$ cat config.mk
export PLATFORM = sky130hd
export DESIGN_NAME = seq_datapath
export DESIGN_NICKNAME = d
export VERILOG_FILES = /design/src/rtl/seq_datapath_pkg.sv /design/src/rtl/seq_datapath_regfile_p.sv /design/src/rtl/seq_datapath.sv
export SDC_FILE = /design/constraint.sdc
export NUM_CORES = 1
export LEC_CHECK = 0
export BUFFER_PORTS_ARGS = -buffer_cell sky130_fd_sc_hd__buf_2
export CAP_MARGIN = 10
export CORE_MARGIN = 10
export CORE_UTILIZATION = 35
export DETAILED_ROUTE_END_ITERATION = 8
export PLACE_DENSITY = 0.56
export SLEW_MARGIN = 20
export SYNTH_ARGS = -nofsm -noshare
export SYNTH_HDL_FRONTEND = slang
export SYNTH_SLANG_ARGS = --single-unit
$ cat constraint.sdc
create_clock -name clk -period 13.5 [get_ports clk]
set_input_delay 2.7 -clock clk [delete_from_list [all_inputs] [get_ports clk]]
set_output_delay 2.7 -clock clk [all_outputs]
set_load 0.01 [all_outputs]
$ cat src/rtl/seq_datapath_pkg.sv
// Shared opcode, shift, state and status-bit definitions for seq_datapath.
package seq_datapath_pkg;

  localparam logic [2:0] OpMovi = 3'b000;
  localparam logic [2:0] OpMov  = 3'b001;
  localparam logic [2:0] OpAdd  = 3'b010;
  localparam logic [2:0] OpCmp  = 3'b011;
  localparam logic [2:0] OpAnd  = 3'b100;
  localparam logic [2:0] OpMvn  = 3'b101;

  localparam logic [1:0] ShNone = 2'b00;
  localparam logic [1:0] ShLsl1 = 2'b01;
  localparam logic [1:0] ShLsr1 = 2'b10;
  localparam logic [1:0] ShAsr1 = 2'b11;

  localparam int unsigned StatusV = 2;
  localparam int unsigned StatusN = 1;
  localparam int unsigned StatusZ = 0;

  typedef enum logic [2:0] {StIdle, StRa, StRb, StEx, StWb} state_e;

  // 110 and 111 are reserved.
  function automatic logic op_reserved(input logic [2:0] op);
    return op[2] & op[1];
  endfunction

endpackage

$ cat src/rtl/seq_datapath_regfile_p.sv
// Register file: one write port, combinational source and debug read ports, sync clear.
module regfile_p #(
  parameter int unsigned WIDTH = 16,
  parameter int unsigned NREGS = 8,
  localparam int unsigned RW = $clog2(NREGS)
) (
  input  logic             clk,
  input  logic             reset,
  input  logic             we,
  input  logic [RW-1:0]    waddr,
  input  logic [WIDTH-1:0] wdata,
  input  logic [RW-1:0]    raddr,
  output logic [WIDTH-1:0] rdata,
  input  logic [RW-1:0]    dbg_raddr,
  output logic [WIDTH-1:0] dbg_rdata
);

  logic [WIDTH-1:0] mem_q [NREGS];

  always_ff @(posedge clk) begin
    if (reset) begin
      for (int i = 0; i < int'(NREGS); i++) mem_q[i] <= '0;
    end else if (we) begin
      mem_q[waddr] <= wdata;
    end
  end

  assign rdata     = mem_q[raddr];
  assign dbg_rdata = mem_q[dbg_raddr];

endmodule

$ cat src/rtl/seq_datapath.sv
// Self-sequencing register-file/shifter/ALU datapath: one op per handshake, one-cycle response.
module seq_datapath
  import seq_datapath_pkg::*;
#(
  parameter int unsigned WIDTH = 16,
  parameter int unsigned NREGS = 8,
  localparam int unsigned RW = $clog2(NREGS)
) (
  input  logic             clk,
  input  logic             reset,
  input  logic             req_valid,
  output logic             req_ready,
  input  logic [2:0]       req_op,
  input  logic [RW-1:0]    req_rd,
  input  logic [RW-1:0]    req_rn,
  input  logic [RW-1:0]    req_rm,
  input  logic [1:0]       req_shift,
  input  logic [WIDTH-1:0] req_imm,
  output logic             rsp_valid,
  output logic [WIDTH-1:0] rsp_data,
  output logic             rsp_err,
  output logic [2:0]       status,
  input  logic [RW-1:0]    dbg_raddr,
  output logic [WIDTH-1:0] dbg_rdata
);

  state_e state_q, state_d;

  logic [2:0]       op_q;
  logic [RW-1:0]    rd_q, rn_q, rm_q;
  logic [1:0]       shift_q;
  logic [WIDTH-1:0] a_q, b_q, c_q;
  logic [2:0]       status_q;
  logic             rsp_valid_q, rsp_err_q;
  logic [WIDTH-1:0] rsp_data_q;

  logic             rf_we;
  logic [RW-1:0]    src_raddr;
  logic [WIDTH-1:0] src_rdata;
  logic [WIDTH-1:0] sh_b, alu_res;
  logic [2:0]       flags;

  regfile_p #(
    .WIDTH(WIDTH),
    .NREGS(NREGS)
  ) u_regfile (
    .clk      (clk),
    .reset    (reset),
    .we       (rf_we),
    .waddr    (rd_q),
    .wdata    (c_q),
    .raddr    (src_raddr),
    .rdata    (src_rdata),
    .dbg_raddr(dbg_raddr),
    .dbg_rdata(dbg_rdata)
  );

  always_ff @(posedge clk) begin
    if (reset) state_q <= StIdle;
    else       state_q <= state_d;
  end

  always_comb begin
    state_d = state_q;
    unique case (state_q)
      StIdle: begin
        if (req_valid) begin
          if (req_op == OpMovi || op_reserved(req_op))   state_d = StWb;
          else if (req_op == OpMov || req_op == OpMvn)   state_d = StRb;
          else                                           state_d = StRa;
        end
      end
      StRa:    state_d = StRb;
      StRb:    state_d = StEx;
      StEx:    state_d = StWb;
      StWb:    state_d = StIdle;
      default: state_d = StIdle;
    endcase
  end

  always_comb begin
    req_ready = (state_q == StIdle);
    src_raddr = (state_q == StRa) ? rn_q : rm_q;
    rf_we     = (state_q == StWb) && (op_q != OpCmp) && !op_reserved(op_q);
  end

  always_comb begin
    unique case (shift_q)
      ShLsl1:  sh_b = {b_q[WIDTH-2:0], 1'b0};
      ShLsr1:  sh_b = {1'b0, b_q[WIDTH-1:1]};
      ShAsr1:  sh_b = {b_q[WIDTH-1], b_q[WIDTH-1:1]};
      default: sh_b = b_q;
    endcase
  end

  always_comb begin
    alu_res = '0;
    case (op_q)
      OpMov:   alu_res = sh_b;
      OpAdd:   alu_res = a_q + sh_b;
      OpCmp:   alu_res = a_q - sh_b;
      OpAnd:   alu_res = a_q & sh_b;
      OpMvn:   alu_res = ~sh_b;
      default: alu_res = '0;
    endcase
    flags          = '0;
    flags[StatusZ] = (alu_res == '0);
    flags[StatusN] = alu_res[WIDTH-1];
    // Subtraction overflow: operand signs differ and result sign left A's.
    flags[StatusV] = (a_q[WIDTH-1] != sh_b[WIDTH-1]) && (alu_res[WIDTH-1] != a_q[WIDTH-1]);
  end

  always_ff @(posedge clk) begin
    if (reset) begin
      op_q        <= OpMovi;
      rd_q        <= '0;
      rn_q        <= '0;
      rm_q        <= '0;
      shift_q     <= ShNone;
      a_q         <= '0;
      b_q         <= '0;
      c_q         <= '0;
      status_q    <= '0;
      rsp_valid_q <= 1'b0;
      rsp_err_q   <= 1'b0;
      rsp_data_q  <= '0;
    end else begin
      rsp_valid_q <= 1'b0;
      rsp_err_q   <= 1'b0;
      unique case (state_q)
        StIdle: begin
          if (req_valid) begin
            op_q    <= req_op;
            rd_q    <= req_rd;
            rn_q    <= req_rn;
            rm_q    <= req_rm;
            shift_q <= req_shift;
            a_q     <= '0;
            if (req_op == OpMovi) c_q <= req_imm;
          end
        end
        StRa: a_q <= src_rdata;
        StRb: b_q <= src_rdata;
        StEx: begin
          c_q <= alu_res;
          if (op_q == OpCmp) status_q <= flags;
        end
        StWb: begin
          rsp_valid_q <= 1'b1;
          rsp_err_q   <= op_reserved(op_q);
          rsp_data_q  <= op_reserved(op_q) ? '0 : c_q;
        end
        default: ;
      endcase
    end
  end

  assign rsp_valid = rsp_valid_q;
  assign rsp_err   = rsp_err_q;
  assign rsp_data  = rsp_data_q;
  assign status    = status_q;

endmodule

After elaboration in Yosys (flattened, before gate mapping)
Memory sizes are Yosys's and may differ from the RTL's.
Cells that the tools add are included.
{"block": "op_classes", "addsub": 2, "mul": 0, "div_mod_pow": 0, "order_cmp": 0, "n_eq_ne": 19, "shifts": 0, "muxes": 22, "bitwise": 5, "reduce_logical": 17}
{"cell": "$mux 16", "count": 5}
{"cell": "$pmux 16 s5", "count": 1}
{"cell": "$pmux 16 s2", "count": 2}
{"cell": "$pmux 16 s3", "count": 1}
{"cell": "$add 16x16->16", "count": 1}
{"cell": "$and 16x16->16", "count": 1}
{"cell": "$logic_not 16->1", "count": 1}
{"cell": "$not 16->16", "count": 1}
{"cell": "$reduce_or 16->1", "count": 1}
{"cell": "$sub 16x16->16", "count": 1}
{"cell": "$eq 3x2->1 const B", "count": 4}
{"cell": "$eq 3x3->1 const B", "count": 4}
{"cell": "$mux 3", "count": 4}
{"cell": "$pmux 3 s4", "count": 1}
{"cell": "$eq 3x1->1 const B", "count": 3}
{"cell": "$mux 1", "count": 7}
{"cell": "$logic_not 3->1", "count": 2}
{"cell": "$reduce_and 2->1", "count": 3}
{"cell": "$eq 2x2->1 const B", "count": 2}
{"cell": "$reduce_bool 2->1", "count": 2}
{"cell": "$logic_and 1x1->1", "count": 3}
{"cell": "$ne 3x2->1 const B", "count": 1}
{"cell": "$reduce_and 3->1", "count": 1}
{"cell": "$and 1x1->1", "count": 2}
{"cell": "9 further kinds", "count": 11}
{"block": "totals", "regBits": 86, "latchBits": 0, "ram_bits": 128, "romBits": 0, "memories": 1}
{"name": "u_regfile.mem_q", "words": 8, "word_bits": 16, "rd": 2, "rd_ports_with_merged_regs": 0, "wr": 8, "line_no": "seq_datapath_regfile_p.sv:18", "source": "logic [WIDTH-1:0] mem_q [NREGS];"}

Logic depth before layout (Yosys ltp)
{"block": "logic_depth", "word_depth": 8, "mapped_depth": 21, "depth_no_buf": 18}

By module
A second synthesis with hierarchy kept.
{"block": "hier_totals", "hier_cells": 1161, "hier_area_um2": 12525.8}
{"module": "regfile_p", "instances": 1, "cells_per_inst": 430, "area_each_um2": 7000.5, "seq_area_each_um2": 3843.7}
{"module": "seq_datapath", "instances": 1, "cells_per_inst": 731, "area_each_um2": 5525.3, "seq_area_each_um2": 1721.7}

Worst setup path after synthesis
No wires, ideal clock.
{"block": "synth_timing", "path_type": "input to output", "from": "input port dbg_raddr[0]", "to": "output port dbg_rdata[0]", "t_arrival_ns": 4.306, "t_required_ns": 10.800, "slack_ns": 6.494, "path_stages": 4, "n_path_buf": 2, "path_cell_list": "clkbuf_1 buf_1 mux4_2 mux2_2"}
{"block": "synth_via", "elab_chain_len": 1}
{"element": "start, declared", "line_no": "seq_datapath.sv:23", "source": "input logic [RW-1:0] dbg_raddr,"}
{"element": "$mem_v2 8x16"}
{"element": "end, declared", "line_no": "seq_datapath.sv:24", "source": "output logic [WIDTH-1:0] dbg_rdata"}
No other way between the ends.

Worst setup path in the final report
{"block": "layout_timing", "from": "input port dbg_raddr[1]", "to": "output port dbg_rdata[15]"}
The elaborated chain is that of the path after synthesis.

==> results.md <==
- Status: finished clean
- CTS clk-pin slew, worst paths: about 0.060 ns
- Finished Layout Cells: approximately 1,800
- Hold Startpoint: rsp_data[1]
- EDFF count, synth: between 100 and 150
- Leak Pwr: slightly above 5 nW
- Worst-path fanout max: 32
- Final setup viols: 0
- FF-to-FF Start: op_q[1]
- Post-synthesis cell area: 12,100 µm²
- CP Launch Type: input pin
- Final Wtd Congestion: 0.849
- Hold path depth: 1
- Cell count after placement: approximately 1,700
- Slew HR: 28.8%
- Average cell area after synthesis: about 9.6 µm²
- Maximum vdd ir drop: approximately 0.076 mV
- Layout Nets: between 1,000 and 1,500
- Yosys top cell area share: approximately a third
- Die area: 42,500 µm²
- Reg2reg end: c_q[7]
- Vias: 9,687
- Core region area: about 34,000 µm²
- Area Growth Syn to Fin: 13.0%
- Buffers inserted by post-CTS timing repair: 0
- CTS sink cnt: between 200 and 250
- Layout cell share with drive strength beyond 1: between 10% and 20%
- Cell area after layout: 13,700 µm²
- Setup slack, reg-to-reg: 8.72 ns
- Post-route DRC violation count: 0
- Main synth FF type: edfxtp_1
- Yosys synthesis warning count: 0
- RSZ-0062 raised after global routing: no
- Placed cell area: ~13,000 µm²
- First-pass GRT wire length: between 50 and 60 mm
- Vias per inst: ~5.4
- Period utilisation layout: 52.3%
- Routed Antenna Nets: 0
- Wire per inst: approximately 21 µm
- Hold Fails Final Rpt: 0
- Hold Path End: rsp_data[1]
- Tmin final: between 7 and 8 ns
- Max Slew Vio Count: 0
- Clock Latency Late Sink: about 0.52 ns
- Chip Height: 206 µm
- Distinct cells, synth: 66
- Main area contributors after synthesis: edfxtp_1 (32%), dfxtp_1 (14%), and2_1 (6.9%)
- Max Clk Rate: between 100 and 150 MHz
- Die X: 206 µm
- Setup_tns: 0 ns
- DRT Wirelength: between 30 and 40 mm
- Pre-antenna DRT Iters: 5
- Antenna violations before repair: 2
- Min Hold Slack: between 0.4 and 0.5 ns
- Crit path kind: in -> out
- CP endpoint kind: output port
- Root Driver: clkbuf_16
- Clock Path Buffers: 3
- Asr flop ratio synth: 0%
- Port Buf Inserts: between 70 and 80
- Syn_nets: 1,317
- H-Tree Depth: 1
- Post-DP HPWL: between 20 and 30 mm
- MaxCap Viol Count: 0
- GRT overflow: 0
- Hold-fix buffers, CTS: 0
- Number of filler cells placed in the layout: between 3,000 and 4,000
- Setup Skew: around 0.011 ns
- Total GRT Usage: between 15 and 20%
- Worst Path Required: 10.80 ns
- Site row count: a little under 70
- Vias in the first global route: ~9,400
- Flops & latches, synth: approximately 210
- Synth area leader: edfxtp_1
- Total CTS buffers: 26
- Initial core utilization: approximately a third
- CTS resizes: 0
- Arr. time, crit path: between 4 and 5 ns
- Sequential share of the synthesized area: between 40% and 50%
- IO Pins: 74
- Reg2reg path depth: 14
- Worst-Margin Slew: approximately 1.1 ns
- DRT iter0 DRCs: a little over 800
- Largest net degree at the start of global routing: roughly 80
- Pwr dens: ~130 nW/µm²
- Mapped Cells: approximately 1,300
- HP Class: reg -> reg
- TritonCTS clock tree: built
==> layout make-up <==
type                       instances  area (µm²)  share of cell area, %
antenna                            1        2.50                 0.0183
clock buffer                      36         729                   5.33
clock inverter                    12        90.1                  0.658
inverter                          15        56.3                  0.411
multi-input combinational        952        6150                   44.9
sequential                       214        5570                   40.6
tap                              455         569                   4.16
timing repair buffer              95         531                   3.87
==> metal layers <==
metal / vias up / share of wire (%) / wire, µm / global-route usage [%]
met3: 52 / 8.9 / 3300 / 4.51
met1: 4609 / 46 / 17300 / 24.6
li1: 4620 / - / - / -
met2: 406 / 42 / 15800 / 25.5
met4: 0 / 2.5 / 930 / 4.43
met5: - / 0 / 0 / 0
==> layout by cell type (no fill, tap or decap), types with 11 or more instances in the layout <==
| master | n |
|---|---|
| a211oi_1 | 30 |
| a21oi_1 | 78 |
| a22o_1 | 16 |
| a311oi_1 | 18 |
| a31oi_1 | 23 |
| and2_1 | 134 |
| and3_1 | 20 |
| buf_2 | 73 |
| buf_4 | 22 |
| clkbuf_16 | 27 |
| dfxtp_1 | 86 |
| edfxtp_1 | 128 |
| ha_1 | 18 |
| inv_1 | 12 |
| mux2_2 | 23 |
| mux2i_1 | 20 |
| mux4_2 | 32 |
| nand2_1 | 205 |
| nand3_1 | 39 |
| nor2_1 | 126 |
| nor3_1 | 11 |
| o21ai_0 | 23 |
| xnor2_1 | 11 |
| xor2_1 | 14 |
==> logic make-up (layout without fill, tap and decap cells) <==
kind of cell,count (synthesis),in the layout,share of synthesized area [%]
buffers and inverters,96,158,3.53
flip-flops,214,214,45.9
other,0,1,0
multiplexers,80,80,10.3
AO/OA/AOI/OAI,240,240,13.1
XOR/XNOR,25,25,1.81
adder cells (fa/ha/maj),19,19,2.02
AND/OR/NAND/NOR,588,588,23.3
==> cells in the mapped netlist, drive strengths merged, types with 13 or more instances <==
library cell and n:
a21oi 78, a211oi 30, a31oi 23, o21ai 27
mux2 24, nand3 39, xor2 14, dfxtp 86
nand2 205, clkbuf 43, inv 13, ha 18
nor2 127, edfxtp 128, and2 134, mux2i 24
and3 20, mux4 32, a22o 16, buf 38
a311oi 18
==> per-stage QoR <==
stage          setup WS [ns]  util, %  power, W
5_1_grt                 6.34     39.8   0.00193
4_1_cts                 6.41     39.8   0.00185
3_5_place_dp            6.41     37.5   0.00119
3_3_place_gp            6.43     37.5   0.00118
6_report                6.44     39.8   0.00184
2_1_floorplan           6.49        -   0.00107
==> registers in the layout (all words and copies together), names as in the netlist <==
signal	flops
u_regfile.mem_q	128
b_q	16
rsp_valid	1
rsp_data	16
rd_q	3
state_q	3
rn_q	3
op_q	3
a_q	16
status	3
rm_q	3
c_q	16
rsp_err	1
shift_q	2
==> worst max-delay path by stage <==
| stage | startpoint | end | slack [ns] |
|---|---|---|---|
| CTS | dbg_raddr[0] | dbg_rdata[11] | 6.41 |
| global route | dbg_raddr[0] | dbg_rdata[9] | 6.34 |
| global placement | dbg_raddr[0] | dbg_rdata[9] | 6.43 |
| finish | dbg_raddr[1] | dbg_rdata[15] | 6.44 |
| detailed placement | dbg_raddr[0] | dbg_rdata[11] | 6.41 |
| floorplan | dbg_raddr[0] | dbg_rdata[0] | 6.49 |
==> power breakdown <==
group          internal (W)  leakage [nW]  switching (W)  total [W]
registers          0.000720          2.02      0.0000374   0.000758
clock network      0.000396         0.401       0.000269   0.000664
logic              0.000162          2.71       0.000259   0.000421
total               0.00128          5.13       0.000565    0.00184
==> critical path, cell delays in order <==
cell	delay, ns
buf_2	0.65
mux4_2	0.59
mux2_2	0.27
buf_2	0.14
No activity file was read; power rests on OpenSTA's default activity.
